===== src/rtl/pwm_pkg.sv =====
// -----------------------------------------------------------------------------
// pwm_pkg
// Shared types and defaults for the PWM compare stage.
//   - upd_state_e : duty-update handshake FSM states (IDLE, PENDING)
//   - db_state_e  : dead-time generator FSM states (OFF, DEAD, HI, LO)
//   - PWM_WIDTH_DEF / DEADBAND_DEF : default parameter values
//   - clamp_duty  : saturating limit helper for requested duty values
// -----------------------------------------------------------------------------
package pwm_pkg;

    localparam int PWM_WIDTH_DEF = 4;
    localparam int DEADBAND_DEF  = 1;

    // Duty-update handshake states.
    typedef enum logic {
        IDLE    = 1'b0,
        PENDING = 1'b1
    } upd_state_e;

    // Dead-time generator states.
    //   OFF  : post-reset, both outputs low
    //   DEAD : both outputs low while the dead counter runs
    //   HI   : high-side output on
    //   LO   : low-side (complementary) output on
    typedef enum logic [1:0] {
        OFF  = 2'd0,
        DEAD = 2'd1,
        HI   = 2'd2,
        LO   = 2'd3
    } db_state_e;

    // Saturate a requested duty at the full-period value.
    function automatic logic [31:0] clamp_duty(input logic [31:0] duty,
                                               input logic [31:0] limit);
        logic [31:0] res;
        if (duty > limit) begin
            res = limit;
        end else begin
            res = duty;
        end
        return res;
    endfunction

endpackage : pwm_pkg


===== src/rtl/deadband_gen.sv =====
// -----------------------------------------------------------------------------
// deadband_gen
// Turns a single raw PWM level into a complementary output pair with dead time.
// Every rising edge on either output is delayed by DEADBAND cycles after the
// raw level changes; falling edges leave with one cycle of latency. A raw pulse
// no longer than DEADBAND cycles never reaches its output because the dead
// counter restarts whenever the raw level flips while it is still counting.
//
// Ports:
//   clk     in   rising-edge clock
//   reset   in   synchronous active-high reset
//   raw_i   in   raw PWM level (combinational compare result)
//   pwm_o   out  high-side output, registered
//   pwm_n_o out  low-side output, registered
// -----------------------------------------------------------------------------
module deadband_gen
    import pwm_pkg::*;
#(
    parameter int DEADBAND = DEADBAND_DEF
) (
    input  logic clk,
    input  logic reset,
    input  logic raw_i,
    output logic pwm_o,
    output logic pwm_n_o
);

    localparam logic [3:0] DEAD_CYCLES = 4'(DEADBAND);

    db_state_e  state_q, state_d;
    logic       tgt_q, tgt_d;      // side to switch on once dead time expires
    logic [3:0] cnt_q, cnt_d;      // dead cycles elapsed, starts at 1
    logic       pwm_q, pwm_n_q;

    // Next-state logic for the dead-time FSM.
    always_comb begin
        state_d = state_q;
        tgt_d   = tgt_q;
        cnt_d   = cnt_q;
        case (state_q)
            OFF: begin
                state_d = DEAD;
                tgt_d   = raw_i;
                cnt_d   = 4'd1;
            end
            DEAD: begin
                if (raw_i != tgt_q) begin
                    // Raw level flipped mid dead time: retarget and restart.
                    tgt_d = raw_i;
                    cnt_d = 4'd1;
                end else if (cnt_q >= DEAD_CYCLES) begin
                    state_d = tgt_q ? HI : LO;
                end else begin
                    cnt_d = cnt_q + 4'd1;
                end
            end
            HI: begin
                if (!raw_i) begin
                    state_d = DEAD;
                    tgt_d   = 1'b0;
                    cnt_d   = 4'd1;
                end else begin
                    state_d = HI;
                end
            end
            LO: begin
                if (raw_i) begin
                    state_d = DEAD;
                    tgt_d   = 1'b1;
                    cnt_d   = 4'd1;
                end else begin
                    state_d = LO;
                end
            end
            default: begin
                state_d = OFF;
                tgt_d   = 1'b0;
                cnt_d   = 4'd0;
            end
        endcase
    end

    // State, counter and registered output decode.
    always_ff @(posedge clk) begin
        if (reset) begin
            state_q <= OFF;
            tgt_q   <= 1'b0;
            cnt_q   <= 4'd0;
            pwm_q   <= 1'b0;
            pwm_n_q <= 1'b0;
        end else begin
            state_q <= state_d;
            tgt_q   <= tgt_d;
            cnt_q   <= cnt_d;
            pwm_q   <= (state_d == HI);
            pwm_n_q <= (state_d == LO);
        end
    end

    assign pwm_o   = pwm_q;
    assign pwm_n_o = pwm_n_q;

endmodule : deadband_gen


===== src/rtl/pwm_compare.sv =====
// -----------------------------------------------------------------------------
// pwm_compare
// PWM stage fed by a free-running up counter. Compares the incoming count with
// the active duty every cycle and registers the result. New duty values are
// accepted over valid/ready into a shadow register and only become active at
// the period boundary, so a running period is never cut short or stretched.
//
// Optional feature macro: PWM_COMPLEMENT_EN
//   defined   -> pwm_n_out port exists; outputs pass through deadband_gen
//   undefined -> pwm_out is the registered raw compare, no dead-time logic
//
// Ports:
//   clk        in   rising-edge clock (same as the counter)
//   reset      in   synchronous active-high reset
//   count      in   WIDTH-bit counter value
//   duty_in    in   requested duty, WIDTH+1 bits, clamped to 2^WIDTH
//   duty_valid in   duty_in valid this cycle
//   duty_ready out  high while a new duty can be accepted
//   pwm_out    out  high-side PWM output, registered
//   pwm_n_out  out  complementary output (PWM_COMPLEMENT_EN only)
//   wrap       out  registered one-cycle pulse at each period boundary
// -----------------------------------------------------------------------------
module pwm_compare
    import pwm_pkg::*;
#(
    parameter int WIDTH    = PWM_WIDTH_DEF,
    parameter int DEADBAND = DEADBAND_DEF
) (
    input  logic             clk,
    input  logic             reset,
    input  logic [WIDTH-1:0] count,
    input  logic [WIDTH:0]   duty_in,
    input  logic             duty_valid,
    output logic             duty_ready,
    output logic             pwm_out,
`ifdef PWM_COMPLEMENT_EN
    output logic             pwm_n_out,
`endif
    output logic             wrap
);

    localparam logic [WIDTH-1:0] COUNT_MAX  = {WIDTH{1'b1}};
    localparam logic [WIDTH-1:0] COUNT_ZERO = {WIDTH{1'b0}};
    localparam logic [WIDTH:0]   DUTY_FULL  = {1'b1, {WIDTH{1'b0}}};
    localparam logic [WIDTH:0]   DUTY_ZERO  = {(WIDTH+1){1'b0}};

    // Reject dead-time settings the 4-bit dead counter cannot represent.
    if (DEADBAND < 1 || DEADBAND > 15) begin : g_deadband_range
        $error("pwm_compare: DEADBAND must be in 1..15");
    end

    upd_state_e       state_q, state_d;
    logic [WIDTH-1:0] prev_count_q;
    logic [WIDTH:0]   shadow_q, shadow_d;
    logic [WIDTH:0]   active_q, active_d;
    logic             ready_q;
    logic             wrap_q;

    logic             wrap_now_s;
    logic [WIDTH:0]   clamped_s;
    logic [WIDTH:0]   eff_s;
    logic             raw_s;

    // Only a step from the top value straight to zero is a period boundary;
    // other drops (e.g. upstream reset) must not trigger a duty swap.
    assign wrap_now_s = (prev_count_q == COUNT_MAX) && (count == COUNT_ZERO);

    assign clamped_s = (WIDTH+1)'(clamp_duty(32'(duty_in), 32'(DUTY_FULL)));

    // Duty-update FSM: accept into shadow, promote to active at wrap.
    always_comb begin
        state_d  = state_q;
        shadow_d = shadow_q;
        active_d = active_q;
        case (state_q)
            IDLE: begin
                if (duty_valid) begin
                    // An accept coinciding with wrap waits for the next wrap.
                    shadow_d = clamped_s;
                    state_d  = PENDING;
                end else begin
                    state_d  = IDLE;
                end
            end
            PENDING: begin
                if (wrap_now_s) begin
                    active_d = shadow_q;
                    state_d  = IDLE;
                end else begin
                    state_d  = PENDING;
                end
            end
            default: begin
                state_d  = IDLE;
                shadow_d = DUTY_ZERO;
                active_d = DUTY_ZERO;
            end
        endcase
    end

    // Effective duty: the promoted shadow already drives the wrap cycle.
    always_comb begin
        if ((state_q == PENDING) && wrap_now_s) begin
            eff_s = shadow_q;
        end else begin
            eff_s = active_q;
        end
    end

    // Zero-extended unsigned compare; duty 2^WIDTH keeps the output high.
    assign raw_s = ({1'b0, count} < eff_s);

    // Handshake state, duty registers, wrap detection.
    always_ff @(posedge clk) begin
        if (reset) begin
            state_q      <= IDLE;
            shadow_q     <= DUTY_ZERO;
            active_q     <= DUTY_ZERO;
            prev_count_q <= COUNT_ZERO;
            ready_q      <= 1'b1;
            wrap_q       <= 1'b0;
        end else begin
            state_q      <= state_d;
            shadow_q     <= shadow_d;
            active_q     <= active_d;
            prev_count_q <= count;
            ready_q      <= (state_d == IDLE);
            wrap_q       <= wrap_now_s;
        end
    end

    assign duty_ready = ready_q;
    assign wrap       = wrap_q;

`ifdef PWM_COMPLEMENT_EN
    deadband_gen #(
        .DEADBAND (DEADBAND)
    ) u_deadband_gen (
        .clk     (clk),
        .reset   (reset),
        .raw_i   (raw_s),
        .pwm_o   (pwm_out),
        .pwm_n_o (pwm_n_out)
    );
`else
    logic pwm_q;

    // Registered raw compare output.
    always_ff @(posedge clk) begin
        if (reset) begin
            pwm_q <= 1'b0;
        end else begin
            pwm_q <= raw_s;
        end
    end

    assign pwm_out = pwm_q;
`endif

endmodule : pwm_compare


===== config.mk =====
export PLATFORM = sky130hd
export DESIGN_NAME = pwm_compare
export DESIGN_NICKNAME = d
export VERILOG_FILES = /design/src/rtl/pwm_pkg.sv /design/src/rtl/deadband_gen.sv /design/src/rtl/pwm_compare.sv
export SDC_FILE = /design/constraint.sdc
export NUM_CORES = 1
export LEC_CHECK = 0
export ABC_AREA = 1
export BUFFER_PORTS_ARGS = -buffer_cell sky130_fd_sc_hd__clkbuf_2
export CAP_MARGIN = 10
export CORE_MARGIN = 10
export CORE_UTILIZATION = 55
export DETAILED_ROUTE_END_ITERATION = 16
export PLACE_DENSITY = 0.8
export SLEW_MARGIN = 10
export SYNTH_ARGS = -nofsm -noshare
export SYNTH_HDL_FRONTEND = slang
export SYNTH_SLANG_ARGS = --single-unit

===== constraint.sdc =====
create_clock -name clk -period 4.4 [get_ports clk]
set_clock_uncertainty 0.05 [all_clocks]
set_input_delay 0.44 -clock clk [delete_from_list [all_inputs] [get_ports clk]]
set_output_delay 0.44 -clock clk [all_outputs]
set_load 0.01 [all_outputs]

# [Word level (Yosys, flattened, before mapping)]
# Index checks and enable logic that the tools add are counted.
[op_classes] order_cmp=2 eq_ne=1 n_mux=5 bitwise=2 reduce_logical=5
[op_table] cell="$mux W5" count=2
[op_table] cell="$gt A5 B5 Y1 const B" count=1
[op_table] cell="$lt A4 B5 Y1" count=1
[op_table] cell="$eq A4 B4 Y1 const B" count=1
[op_table] cell="$logic_not A4 Y1" count=1
[op_table] cell="$reduce_and A2 Y1" count=2
[op_table] cell="$logic_and A1 B1 Y1" count=2
[op_table] cell="$mux W1" count=2
[op_table] cell="$not A1 Y1" count=2
[op_table] cell="$pmux W1 S2" count=1
[word_totals] regBits=18 inputBits=12 out_inout_bits=3 elab_cells=22

# [Depth between registers and ports, before layout]
# Gate-level depths: netlist of run 1.
[logic_depth] ltp_word=5 depth_mapped=11 ltp_nobuf=11

# [Least setup slack after synthesis of run 1]
# OpenSTA, ideal clock, no wires.
[synth_timing] path_kind="input to register" from="input count[0]" to="register pwm_q (netlist: pwm_out)" setup_time_ns=0.064 t_arrival_ns=1.608 required_ns=4.286 slack_ns=2.679 cell_stages=10 path_buffers=0 path_cell_list="inv_1 > nand2_2 > nor2_4 > nand3_4 > mux2i_1 > ha_1 > a21oi_1 > nand3b_1 > nand2_1 > nor2_1"
[synth_between] elab_chain_cells=5
[synth_rtl] item="start, declared" line="pwm_compare.sv:31" source="input logic [WIDTH-1:0] count,"
[synth_rtl] item="$logic_not A4 Y1" line="pwm_compare.sv:66" source="assign wrap_now_s = (prev_count_q == COUNT_MAX) && (count == COUNT_ZERO);"
[synth_rtl] item="$logic_and A1 B1 Y1" line="pwm_compare.sv:66"
[synth_rtl] item="$logic_and A1 B1 Y1" line="pwm_compare.sv:103" source="if ((state_q == PENDING) && wrap_now_s) begin"
[synth_rtl] item="$mux W5" line="pwm_compare.sv:103"
[synth_rtl] item="$lt A4 B5 Y1 *" line="pwm_compare.sv:111" source="assign raw_s = ({1'b0, count} < eff_s);"
[synth_rtl] item="end signal, assigned" line="pwm_compare.sv:153" source="pwm_q <= raw_s;"
[synth_rtl] item="end, declared" line="pwm_compare.sv:146" source="logic pwm_q;"
# Every way passes the cells marked *; elsewhere a longest branch is shown, timed or not.
# A chain may end at the register's enable or synchronous reset.

# [Final worst setup path of run 1]
[layout_timing] from="register prev_count_q[1]" to="register pwm_q (netlist: pwm_out)"
[layout_between] elab_chain_cells=5
[layout_rtl] item="start, declared" line="pwm_compare.sv:53" source="logic [WIDTH-1:0] prev_count_q;"
[layout_rtl] item="start signal, assigned" line="pwm_compare.sv:126" source="prev_count_q <= count;"
[layout_rtl] item="$eq A4 B4 Y1" line="pwm_compare.sv:66"
[layout_rtl] item="$logic_and A1 B1 Y1" line="pwm_compare.sv:66"
[layout_rtl] item="$logic_and A1 B1 Y1" line="pwm_compare.sv:103"
[layout_rtl] item="$mux W5" line="pwm_compare.sv:103"
[layout_rtl] item="$lt A4 B5 Y1" line="pwm_compare.sv:111"
# Every way passes these cells.

==> results of run 1 <==
synthesized netlist by cell type:
| library cell | count |
|---|---|
| inv_1 | 13 |
| nand2_2 | 2 |
| or3_1 | 1 |
| mux2i_1 | 3 |
| inv_2 | 1 |
| o21ai_0 | 3 |
| nand4_1 | 3 |
| clkbuf_1 | 1 |
| ha_1 | 3 |
| nand3_1 | 2 |
| nor2_1 | 15 |
| nor2_4 | 1 |
| a211oi_1 | 1 |
| a22oi_1 | 1 |
| nand2_1 | 16 |
| a21oi_1 | 4 |
| dfxtp_1 | 18 |
| nand3b_1 | 1 |
| o211ai_1 | 1 |
| nor2_2 | 1 |
| nand3_4 | 1 |
kinds of logic (layout without fill, tap and decap cells):
logic type	Yosys count	in the layout	share of synthesized area (%)
and+or+nand+nor	43	43	27.6
buffers and inverters	15	32	7.52
DFF	18	18	48.2
adders and majority gates	3	3	5.02
muxes	3	3	4.01
AOI/OAI and AO/OA	10	10	7.69
state kept, by name (all words and copies together) (netlist names):
signal / count
pwm_out: 1
active_q: 5
duty_ready: 1
wrap: 1
shadow_q: 5
state_q: 1
prev_count_q: 4
power by group:
group          total, uW  switching [uW]  internal [uW]
sequential           173            3.46            169
combinational       25.9            15.1           10.8
clock               97.6            47.3           50.3
total                296            65.8            230
path summary, 6_finish.rpt:
path / end / slack (ps) / depth (start not counted) / from
worst max-delay path: pwm_out / 2630 / 9 / prev_count_q[1]
worst max register to register: pwm_out / 2630 / 9 / prev_count_q[1]
worst min register to register: shadow_q[3] / 420 / 2 / shadow_q[3]
worst min-delay path: prev_count_q[1] / 330 / 3 / count[1]
metal layers:
metal  up-vias  share of wire (%)  track usage (%)  routed length [um]
met5         -                  0                0                   0
met4         0               0.94             3.02                  13
met3         2                5.3             2.92                  73
met2        13                 50             15.0                 689
met1       275                 44             9.42                 609
li1        329                  -                -                   -
layout make-up:
| cell class | count | area (um2) |
|---|---|---|
| fill | 110 | 415 |
| sequential | 18 | 360 |
| multi-input combinational | 59 | 332 |
| timing repair buffer | 14 | 70.1 |
| inverter | 14 | 52.6 |
| clock buffer | 4 | 36.3 |
| tap | 15 | 18.8 |
worst max-delay path: stages (launching register included):
cell	delay (ps)
dfxtp_1	320
nand2_1	60
nor2_2	260
nand3_4	170
mux2i_1	240
ha_1	280
a21oi_1	110
nand3b_1	110
nand2_1	50
nor2_1	70
metrics by stage:
| step | instances | hold slack [ps] | worst slack [ps] | total power, uW |
|---|---|---|---|---|
| after global placement | 120 | 409 | 2470 | 202 |
| after global routing | 124 | 332 | 2510 | 310 |
| after detailed placement | 120 | 405 | 2410 | 203 |
| after floorplan | 92 | 389 | 2680 | 192 |
| after CTS | 124 | 327 | 2620 | 299 |
| final | 124 | 330 | 2630 | 296 |
placed cells by master, fill, tap and decap left out, types with 2 or more instances in the layout:
master	n
dfxtp_1	18
nand2_1	16
nor2_1	15
clkbuf_2	14
inv_1	13
a21oi_1	4
mux2i_1	3
o21ai_0	3
nand4_1	3
ha_1	3
clkbuf_4	3
nand2_2	2
nand3_1	2
==> flow_summary.toml, run 1 <==
[run_status]
status = "finished clean"

[worst_setup_path]
crit_type = "reg2reg"
crit_required_ps = 4580
setup.worst_path.start_class = "flop"
path_max_fanout = 7
critPathCaptureType = "flop"
crit_arrival_ps = 1950

[placement]
port_buffers = 14
gp_congestion = 0.716
hpwlAfterDp_um = 1150
place_area_um2 = 833

[timing]
hold_viol = 0
rsz0062_at_grt = "false"
setup_viol = 0
fmax_mhz = 565
max_slew_margin_pct = 80.8
final.setup.tns_ps = 0
slew_violations = 0
worst_pin_slew_ps = 288
period_minus_slack_ps = 1770
post-route-period-util_pct = 40.2

[logic_synthesis]
syn_nets = 107
syn_avg_cell_area_um2 = 8.13
ys_seq_elements = 18
netlist_area_um2 = 748
synth.distinct_cells = 21
synth_top_area_cell = "dfxtp_1"
yosysTopAreaCellShare_pct = 48.2
synth_seq_area_share_pct = 48.2
synth_cells = 92
yosys-top-cells-area = "dfxtp_1 (48%), nand2_1 (8.0%), nor2_1 (7.5%)"
yosysWarnings = 0

[die]
die_area_um2 = 3240
fp.dieW_um = 56.9
pin_count = 15
start_util_pct = 58.2
die_height_um = 56.9
core_area_um2 = 1280
rows = 13

[clock_tree]
cts_setup_buffers = 0
hold_buffers = 0
cts.sinks = 18
insertion_delay_ps = 280
cts_resized = 0
cts_buffer_depth = 2
htree_levels = 1
cts-root-buf = "clkbuf_4"
path_clk_slew_ps = 100
cts_tree = "built"
cts_buffers = 3

[pwr]
power.leakage_uw = 0.000435
p_per_area_nw_per_um2 = 341
vdd_ir_drop_max_uv = 218

[final_layout]
diodes = 0
fin_util_pct = 67.7
area_growth_pct = 16.2
drive_gt1_share_pct = 22.0
final_nets = 125
final_cell_area_um2 = 870

[route]
ant_nets = 0
drcViolationCount = 0
vias_per_cell = 4.99
drtIter0Drc = 10
wire_per_inst_um = 11.2
routed_wl_um = 1390
drt-pass1-iter-count = 4
via_count = 619

[global_routing]
grt_max_degree = 15
grt-ovfl-total = 0
antenna_found_initial = 0
grt_pass1_vias = 575
grt_pass1_wl_um = 2350
grtUsageTotal_pct = 8.66

[flow_run]
drv_cap = 0

[worst_hold_path]
worst_hold_path_type = "in2reg"
(Power assumes the default switching activity.)
==> inputs of run 2 (changes only) <==
Settings changed: ABC_AREA 1 to 0, CORE_UTILIZATION 55 to 45, PLACE_DENSITY 0.8 to 0.7.
Clock period 4.4 ns to 1.6 ns, I/O delays scaled along.
==> flow_summary.toml, run 2 <==
[run_status]
status = "finished, violations left"
violations = "setup timing"

[final_layout]
nFillCells = 146
area_growth_pct = 26.9
final_common_cell = "dfxtp_1"
drive_gt1_share_pct = 32.0
final_nets = 113
diodes = 0
top_regs = "active_q: 5 flops, shadow_q: 5 flops, prev_count_q: 4 flops"
final_cell_mix = "dfxtp_1 (18), clkbuf_2 (14), nand2_1 (9), buf_4 (9), nor2_1 (7)"

[die]
core_area_um2 = 1510
die_area_um2 = 3600
rows = 14
start_util_pct = 47.8
pin_count = 15
die_height_um = 60.0
fp.dieW_um = 60.0

[route]
ant_nets = 0
drcViolationCount = 0
routed_wl_um = 1340
vias_per_cell = 5.01
wire_per_inst_um = 11.9
drtIter0Drc = 5
drt-pass1-iter-count = 4
via_count = 566

[clock_tree]
cts_resized = 0
path_clk_slew_ps = 100
hold_buffers = 0
htree_levels = 1
cts_tree = "built"
cts_buffers = 3
cts.sinks = 18
cts_buffer_depth = 2
insertion_delay_ps = 290
cts-root-buf = "clkbuf_4"

[logic_synthesis]
yosysWarnings = 0
yosysTopAreaCellShare_pct = 50.0
synth-main-ff-cell = "dfxtp_1"
syn_nets = 87
synth_edf_count = 0
async_flop_share_pct = 0
syn_avg_cell_area_um2 = 10.0
ys_seq_elements = 18
synth_seq_area_share_pct = 50.0
synth.distinct_cells = 20
yosys-top-cells-area = "dfxtp_1 (50%), mux2i_1 (8.3%), ha_1 (5.2%)"
synth_common_cells = "dfxtp_1 (18), nand2_1 (9), nor2_1 (7), mux2i_1 (6)"
synth_top_area_cell = "dfxtp_1"
synth_cells = 72
netlist_area_um2 = 721
synthMostInstantiatedCell = "dfxtp_1"

[worst_hold_path]
min-delay-start = "duty_in[1]"
worst_hold_path_type = "in2reg"

[global_routing]
grt-ovfl-total = 0
grtUsageTotal_pct = 8.84
grt_pass1_wl_um = 2400
antenna_found_initial = 0
grt_max_degree = 19
grt_pass1_vias = 565

[flow_run]
drv_cap = 0

[pwr]
vdd_ir_drop_max_uv = 462
finalPower_uw = 826
p_per_area_nw_per_um2 = 903
power.leakage_uw = 0.000424

[worst_setup_path]
critPathMaxStageDelay_ps = 350
reg2regPathDepth = 7
crit_arrival_ps = 1840
cpMaxStageDelayCell = "ha_1"
crit_chain = "and4_4 > nand3_4 > mux2i_1 > ha_1 > o2111ai_1 > mux2i_1 > o22ai_1"
endpoint = "pwm_out"
critPathCaptureType = "flop"
crit_type = "reg2reg"
rrSetupSlack_ps = -110
crit_required_ps = 1730
critPathMostFrequentCell = "mux2i_1"
r2r-start = "prev_count_q[2]"
setup.worst_path.start_class = "flop"
reg2reg_to = "pwm_out"
path_max_fanout = 5
crit_start = "prev_count_q[2]"

[placement]
port_buffers = 14
gp_congestion = 0.859
hpwlAfterDp_um = 1050

[timing]
slew_violations = 0
fin_hold_ws_ps = 59.5
rsz0062_at_grt = "true"
setup_ws_ps = -109
post-route-period-util_pct = 107
hold_viol = 0
fmax_mhz = 585
max_slew_margin_pct = 76.1
period_minus_slack_ps = 1710
final.setup.tns_ps = -109
worst_pin_slew_ps = 359
setup_viol = 1
==> run 2: cell types whose count changed after synthesis, sizes merged, moves of 2 or more <==
cell	before	now
nand4	3	1
mux2i	3	6
inv	14	2
nand2	18	9
o21ai	3	0
nor2b	0	5
nand3b	1	4
nor2	17	7
nand2b	0	2
==> run 2: cell families after synthesis <==
group	after synthesis	synth area share [%]
and+or+nand+nor	33	27.8
DFF	18	50.0
AOI/OAI and AO/OA	8	6.60
muxes	6	8.33
buffers and inverters	4	2.08
adders and majority gates	3	5.21
==> run 2: final cells by class <==
type	instances	area, um2	share of cell area [%]
Sequential cell	18	360	39.4
Tap cell	16	20.0	2.19
Clock buffer	4	36.3	3.97
Multi-Input combinational cell	50	353	38.6
Timing Repair Buffer	23	138	15.0
Inverter	2	7.51	0.821
==> run 2: worst min-delay path by stage <==
stage	to	slack [ps]	cells after the start
2_1_floorplan	prev_count_q[0]	240	1
3_3_place_gp	shadow_q[3]	370	3
3_5_place_dp	shadow_q[1]	370	3
4_1_cts	shadow_q[1]	50	3
5_1_grt	shadow_q[1]	50	3
6_report	shadow_q[1]	60	3
==> run 2: power breakdown <==
| part | switching, uW | total (uW) | leakage, uW | internal, uW |
|---|---|---|---|---|
| clock | 138 | 277 | 0.0000210 | 139 |
| sequential | 7.21 | 470 | 0.000147 | 463 |
| combinational | 40.1 | 78.8 | 0.000255 | 38.7 |
==> run 2: per-stage QoR <==
step                      utilization (%)  cells  setup WS (ps)  instance area [um2]
after floorplan                         -     72          -16.4                  728
after global routing                 60.7    113           -240                  915
after CTS                            60.2    112           -119                  907
after global placement               57.8    108           -165                  871
after detailed placement             57.8    108           -232                  871
final                                60.7    113           -109                  915
==> run 2: repair_timing <==
action	in CTS	in global routing
buffers inserted	0	1
endpoints found under the hold margin	0	0
pin swaps	1	1
cloned	0	0
endpoints found under the setup margin	1	1
==> run 2: layer usage <==
layer / share of wire (%) / up-vias / GRT usage [%]
met3: 3.9 / 2 / 3.18
met1: 48 / 255 / 10.3
met4: 1.0 / 0 / 5.77
met2: 47 / 9 / 13.2
met5: 0 / - / 0
li1: - / 300 / -
==> run 2: critical path: cells and delay by family, from the launching register on <==
kind,cells,cell delay (ps)
flops,1,320
mux,2,320
compound gates,2,200
simple gates,2,350
fa+ha+maj,1,350
==> inputs of run 3 (changes only) <==
Settings changed: HOLD_SLACK_MARGIN set to 0.1, SLEW_MARGIN 10 to 20.
==> flow_summary.toml, run 3 (same netlist as run 2, synthesis figures left out) <==
[run_status]
status = "finished, violations left"
violations = "setup timing"

[global_routing]
grt_pass1_vias = 595
grt_max_degree = 19
grtUsageTotal_pct = 9.60
antenna_found_initial = 0
grt-ovfl-total = 0
grt_pass1_wl_um = 2590

[final_layout]
final_cell_mix = "dfxtp_1 (18), clkbuf_2 (14), nand2_1 (9), buf_4 (9), nor2_1 (7)"
area_growth_pct = 35.2
final_nets = 119
final_cell_area_um2 = 975
top_regs = "active_q: 5 flops, shadow_q: 5 flops, prev_count_q: 4 flops"
regArea_um2 = 360
nFillCells = 138
multiInputGateArea_um2 = 353
diodes = 0
drive_gt1_share_pct = 30.1
final_common_cell = "dfxtp_1"

[clock_tree]
cts_buffers = 3
cts_buffer_depth = 2
htree_levels = 1
cts_resized = 0
insertion_delay_ps = 290
cts.sinks = 18
path_clk_slew_ps = 100
cts-root-buf = "clkbuf_4"
cts_tree = "built"

[placement]
place_area_um2 = 871
hpwlAfterDp_um = 1050
port_buffers = 14
gp_congestion = 0.859

[worst_hold_path]
min_path_cells = 4
min-delay-start = "duty_valid"
holdPathEnd = "duty_ready"
worst_hold_path_type = "in2reg"

[worst_setup_path]
crit_type = "reg2reg"
crit_required_ps = 1730
path_max_fanout = 5
critPathCaptureType = "flop"
reg2reg_to = "pwm_out"
rrSetupSlack_ps = -110
reg2regPathDepth = 7
setup.worst_path.start_class = "flop"
crit_start = "prev_count_q[2]"
r2r-start = "prev_count_q[2]"
crit_arrival_ps = 1840

[pwr]
finalPower_uw = 840
power.leakage_uw = 0.000451
vdd_ir_drop_max_uv = 483
p_per_area_nw_per_um2 = 862

[route]
wire_per_inst_um = 12.4
routed_wl_um = 1480
vias_per_cell = 5.02
drt-pass1-iter-count = 4
drcViolationCount = 0
via_count = 597
drtIter0Drc = 7
ant_nets = 0

[die]
core_area_um2 = 1510
fp.dieW_um = 60.0
start_util_pct = 47.8
die_height_um = 60.0
rows = 14
pin_count = 15
die_area_um2 = 3600

[timing]
hold_viol = 0
setup_ws_ps = -113
fin_hold_ws_ps = 138
slew_violations = 0
period_minus_slack_ps = 1710
rsz0062_at_grt = "true"
max_slew_margin_pct = 76.0
setup_viol = 1
fmax_mhz = 584
worst_pin_slew_ps = 360
post-route-period-util_pct = 107

[flow_run]
drv_cap = 0
run 3: area by class of cell:
| cell class | instances | share of cell area, % |
|---|---|---|
| flip-flops and latches | 18 | 37.0 |
| inverters | 2 | 0.770 |
| repair buffers | 29 | 20.3 |
| clock buffers | 4 | 3.72 |
| well taps | 16 | 2.05 |
| multi-input cells | 50 | 36.2 |
run 3: power breakdown:
part	internal, uW	switching, uW
Sequential	463	7.31
Combinational	47.3	42.4
Clock	139	141
run 3: worst max-delay path by stage:
stage / depth (start not counted) / slack (ps) / to
3_5_place_dp: 8 / -230 / pwm_out
6_report: 7 / -110 / pwm_out
3_3_place_gp: 8 / -170 / pwm_out
2_1_floorplan: 7 / -20 / pwm_out
5_1_grt: 7 / -240 / pwm_out
4_1_cts: 7 / -120 / pwm_out
run 3: worst max-delay path, cell delays in order (launching register included):
cell and delay [ps]:
dfxtp_1 320, and4_4 250, nand3_4 110, mux2i_1 160, ha_1 350, o2111ai_1 120
mux2i_1 160, o22ai_1 80
run 3: repair_timing:
item | in CTS | in global routing
hold endpoints to repair | 6 | 0
pin swaps | 1 | 1
setup endpoints to repair | 1 | 1
setup buffers | 0 | 1
hold buffers | 6 | 0
run 3: metrics by stage:
stage                     setup TNS [ps]  std cells  util (%)  setup slack [ps]
after floorplan                    -16.4         72         -             -16.4
after global placement              -165        108      57.8              -165
after detailed placement            -232        108      57.8              -232
after CTS                           -119        118      64.2              -119
after global routing                -243        119      64.7              -243
final                               -113        119      64.7              -113
run 3: metal layers:
metal	up-vias	wire length, um	global-route usage, %
li1	315	-	-
met1	269	650	10.0
met5	-	0	0
met2	9	733	15.9
met4	0	25	5.77
met3	4	68	3.60
